**config.mk**
```make
export PLATFORM = sky130hd
export DESIGN_NAME = dmem_arbiter
export DESIGN_NICKNAME = d
export VERILOG_FILES = /design/src/rtl/dmem_arbiter.sv
export SDC_FILE = /design/constraint.sdc
export NUM_CORES = 1
export LEC_CHECK = 0
export BUFFER_PORTS_ARGS = -buffer_cell sky130_fd_sc_hd__buf_2
export CAP_MARGIN = 20
export CORE_AREA = 3 3 117 119
export DETAILED_ROUTE_END_ITERATION = 6
export DIE_AREA = 0 0 120 122
export PLACE_DENSITY = 0.56
export REMOVE_ABC_BUFFERS = 1
export SLEW_MARGIN = 20
export SYNTH_ARGS = -nofsm -noshare
export SYNTH_HDL_FRONTEND = slang
export SYNTH_SLANG_ARGS = --single-unit
```
**constraint.sdc**
```tcl
create_clock -name clk -period 2.2 [get_ports clk]
set_input_delay 0.44 -clock clk [delete_from_list [all_inputs] [get_ports clk]]
set_output_delay 0.44 -clock clk [all_outputs]
set_load 0.05 [all_outputs]
```
**src/rtl/dmem_arbiter.sv**
```systemverilog
// dmem_arbiter: shares the single-ported data_mem between the CPU MEM stage
// and a debug/loader port, and routes the one-cycle-late read data back.
module dmem_arbiter #(
    parameter int unsigned FAIR_MODE    = 1,
    parameter int unsigned DBG_MAX_WAIT = 4
) (
    input  logic        clk,
    input  logic        rst,
    input  logic        cpu_req,
    input  logic        cpu_we,
    input  logic [31:0] cpu_addr,
    input  logic [31:0] cpu_wdata,
    output logic        cpu_gnt,
    output logic        cpu_stall,
    output logic        cpu_rvalid,
    output logic [31:0] cpu_rdata,
    input  logic        dbg_req,
    input  logic        dbg_we,
    input  logic [31:0] dbg_addr,
    input  logic [31:0] dbg_wdata,
    output logic        dbg_gnt,
    output logic        dbg_rvalid,
    output logic [31:0] dbg_rdata,
    output logic        mem_r,
    output logic        mem_w,
    output logic [31:0] mem_addr,
    output logic [31:0] mem_wdata,
    input  logic [31:0] mem_rdata
);

    localparam int unsigned CW      = 4;
    localparam int unsigned CNT_MAX = 15;

    typedef enum logic [1:0] {
        IDLE   = 2'd0,
        RD_CPU = 2'd1,
        RD_DBG = 2'd2
    } state_t;

    state_t          state;
    state_t          next_state;
    logic            last_dbg;   // 1 = dbg owned the most recent grant
    logic [CW-1:0]   wait_cnt;
    logic            dbg_wins;

    // Arbitration: decides the contention winner and issues at most one grant
    always_comb begin
        cpu_gnt  = 1'b0;
        dbg_gnt  = 1'b0;
        if (FAIR_MODE != 0) begin
            dbg_wins = ~last_dbg;
        end else begin
            dbg_wins = (wait_cnt == CW'(DBG_MAX_WAIT));
        end
        if (!rst) begin
            if (cpu_req && dbg_req) begin
                cpu_gnt = ~dbg_wins;
                dbg_gnt = dbg_wins;
            end else begin
                cpu_gnt = cpu_req;
                dbg_gnt = dbg_req;
            end
        end
    end

    assign cpu_stall = cpu_req & ~cpu_gnt;

    // Memory drive: winner's request goes out; cpu values are the idle default
    assign mem_addr  = dbg_gnt ? dbg_addr  : cpu_addr;
    assign mem_wdata = dbg_gnt ? dbg_wdata : cpu_wdata;
    assign mem_w     = (cpu_gnt & cpu_we)  | (dbg_gnt & dbg_we);
    assign mem_r     = (cpu_gnt & ~cpu_we) | (dbg_gnt & ~dbg_we);

    // Last-owner register; reset to dbg so cpu wins the first contention
    always_ff @(posedge clk or posedge rst) begin
        if (rst) begin
            last_dbg <= 1'b1;
        end else if (cpu_gnt) begin
            last_dbg <= 1'b0;
        end else if (dbg_gnt) begin
            last_dbg <= 1'b1;
        end
    end

    // Starvation counter: cycles dbg has been refused, saturating
    always_ff @(posedge clk or posedge rst) begin
        if (rst) begin
            wait_cnt <= '0;
        end else if (!dbg_req || dbg_gnt) begin
            wait_cnt <= '0;
        end else if (wait_cnt != CW'(CNT_MAX)) begin
            wait_cnt <= wait_cnt + CW'(1);
        end
    end

    // Read-return state register
    always_ff @(posedge clk or posedge rst) begin
        if (rst) begin
            state <= IDLE;
        end else begin
            state <= next_state;
        end
    end

    // Next state: whoever got a read grant this cycle owns the next data beat
    always_comb begin
        next_state = IDLE;
        if (cpu_gnt && !cpu_we) begin
            next_state = RD_CPU;
        end else if (dbg_gnt && !dbg_we) begin
            next_state = RD_DBG;
        end
    end

    // Read-return outputs: only the owner sees data, others are held at 0
    always_comb begin
        cpu_rvalid = 1'b0;
        cpu_rdata  = '0;
        dbg_rvalid = 1'b0;
        dbg_rdata  = '0;
        case (state)
            RD_CPU: begin
                cpu_rvalid = 1'b1;
                cpu_rdata  = mem_rdata;
            end
            RD_DBG: begin
                dbg_rvalid = 1'b1;
                dbg_rdata  = mem_rdata;
            end
            default: begin
            end
        endcase
    end

endmodule
```
==> summary.txt <==
Route
  – Routed WL: 10600 um
  – DRC viols: 0
  – 1st-pass router iterations: 4
  – DRT iter0 DRCs: 45
  – ANT nets after route: 0
  – Vias: 2362
  – WL/cell: 16.5 um
  – Vias/cell: 3.68

Setup path
  – Worst r2r src: last_dbg
  – Crit path from: last_dbg
  – Crit end category: output port
  – Data arrival, critical path: 1.79 ns
  – Critical path fanouts, max: 7
  – CP required: 1.76 ns
  – Type of the worst setup path: flop to output port
  – Worst Setup Start Kind: flop

Die
  – Initial Utilization: 0.117
  – DIE HEIGHT: 122 um
  – Die area: 14600 um^2
  – Row cnt: 41
  – Ports: 301
  – Die X: 120 um
  – Core Area: 12700 um^2

GRT
  – GRT Util Overall: 0.125
  – First-pass GRT wire length: 14000 um
  – Number of antenna violations at the first check in global routing: 3
  – Vias in the first global route: 2407
  – Largest net degree at the start of global routing: 34
  – Grt ovf: 0

Logic synthesis
  – Mapped Avg Cell Area: 9.12 um^2
  – Register area share after synthesis: 0.0517
  – Cell Area, Synth: 1480 um^2
  – Gate Count Post-Synth: 162
  – Synth Register Bits: 3
  – Synth unique cells: 20
  – Synth warnings: 0

Placement
  – Port buffer count: 300
  – Placed insts: 630
  – Area after DPL: 3380 um^2
  – Dpl hpwl: 9400 um
  – Setup WS pre-CTS: 0.0944 ns
  – GP Congestion: 0.805

Clocking
  – H-tree depth: 1
  – Clock root buffer: clkbuf_16
  – CTS tree: done
  – Clock Tree Buf Depth: 2
  – CTS Sinks: 3
  – Worst skew pair latency: 0.22 ns
  – Register clock-pin slew on the reported worst setup and hold paths: 0.03 ns
  – Num CTS Buffers: 3

STA
  – Final hold viol count: 0
  – Unrepaired setup endpoints after global routing: yes
  – Final Worst Setup Slack: -0.0253 ns
  – Crit share post-route: 1.01
  – Fmax: 449 MHz
  – TNS Setup: -0.264 ns
  – Setup Skew: 0.00394 ns
  – Slew margin rel.: 0.819
  – Final Max Slew Viols: 0
  – Final min period: 2.23 ns
  – Worst Tran Pin Value: 0.273 ns
  – Final setup viols: 14

Power and ir drop
  – Sw Share: 0.488
  – Worst vdd ir: 0.225 mV
  – Internal power: 0.000840 W
  – Seq pwr share: 0.041
  – PwrDens: 420 nW/um^2
  – Clock power share: 0.174
  – Combinational Power Share: 0.785
  – Net switching component of the power: 0.000801 W
  – Leakage: 2.34 nW

Final layout
  – Final #Nets: 635
  – Synthesis-to-layout area growth: 165%
  – Fin cells: 641
  – Most frequent cells in the layout: 238 x buf_2, 64 x and2_1, 37 x mux2_4, 32 x buf_6, 27 x mux2_2
  – Design area: 3910 um^2
  – Most common cell after layout, fill and taps aside: buf_2
  – Layout cells sized above 1: 0.825

Min path
  – Hold crit path type: primary input to asynchronous set/reset pin

Status
  – Outcome: finished with violations
  – Failing checks: setup timing

Job
  – Max-cap violation count: 0
-- path summary, 6_finish.rpt --
| check | end | slack (ns) | depth (start not counted) |
|---|---|---|---|
| min reg2reg | last_dbg | 0.66 | 3 |
| min in group clk | state[0] | 0.41 | 2 |
| min | state[1] | 0.22 | 3 |
| max in group asynchronous | last_dbg | 1.78 | 3 |
| max reg2reg | state[1] | 1.06 | 4 |
| max | mem_addr[9] | -0.03 | 7 |
-- power groups by stage --
| stage | sequential [W] | clock (W) | combinational (W) |
|---|---|---|---|
| 3_3_place_gp | 0.0000682 | 0 | 0.00114 |
| 3_5_place_dp | 0.0000677 | 0 | 0.00114 |
| 2_1_floorplan | 0.0000669 | 0 | 0.000746 |
| 6_report | 0.0000670 | 0.000286 | 0.00129 |
| 4_1_cts | 0.0000669 | 0.000290 | 0.00125 |
| 5_1_grt | 0.0000680 | 0.000296 | 0.00134 |
-- metrics by stage --
stage	hold WS, ns	util	power, W
global route	0.236	0.308	0.00171
CTS	0.224	0.297	0.00160
floorplan	0.203	-	0.000813
finish	0.224	0.308	0.00164
global placement	0.445	0.267	0.00121
detailed placement	0.448	0.267	0.00121
-- layout make-up --
cell class / count / area, um^2
well taps: 172 / 215
repair buffers: 315 / 2170
flip-flops and latches: 3 / 76.3
diodes: 1 / 2.50
inverters: 3 / 11.3
clock buffers: 4 / 78.8
fillers: 1364 / 8760
multi-input cells: 143 / 1360
-- logic make-up (layout without fill, tap and decap cells) --
family,count (synthesis),count (layout),synth area share
simple gates,74,74,0.308
mux,64,64,0.556
buf+inv,16,322,0.0635
compound gates,5,5,0.0203
flops,3,3,0.0517
other cells,0,1,0
-- repair_timing --
| action | in CTS | in global routing |
|---|---|---|
| cloned | 2 | 1 |
| pin swaps | 1 | 0 |
| endpoints found under the setup margin | 63 | 62 |
| gates resized for setup | 58 | 68 |
| setup buffers | 4 | 0 |
| hold buffers | 0 | 0 |
-- cells in the mapped netlist --
library cell,count,area (um^2)
a21boi_0,1,7.51
a21oi_1,2,10.0
a31oi_1,1,6.26
and2_1,64,400
buf_2,3,15.0
buf_6,4,45.0
clkbuf_1,6,22.5
dfrtp_1,2,50.1
dfstp_2,1,26.3
inv_1,2,7.51
inv_2,1,3.75
mux2_2,37,417
mux2_4,27,405
nand2_1,1,3.75
nand2b_1,1,6.26
nand3_1,3,15.0
nand3_2,1,10.0
nor2_1,2,7.51
nor2b_1,2,12.5
o22ai_1,1,6.26
-- critical path: stages (launching register included) --
cell	delay, ns
dfstp_2	0.53
nand2_2	0.07
nand3_4	0.09
buf_12	0.14
buf_12	0.11
clkbuf_16	0.14
mux2_4	0.31
buf_8	0.15
-- metal layers --
metal,global-route usage,wire length (um),vias to the layer above
li1,-,-,1160
met1,0.140,3870,1011
met2,0.233,5470,183
met3,0.0464,1220,4
met4,0.0136,2,4
met5,0,24,-
-- sequential cells by signal, summed over array words and instances, names as in the netlist --
signal	flops
state	2
last_dbg	1
Note: power is estimated with default switching activity, not from simulation.
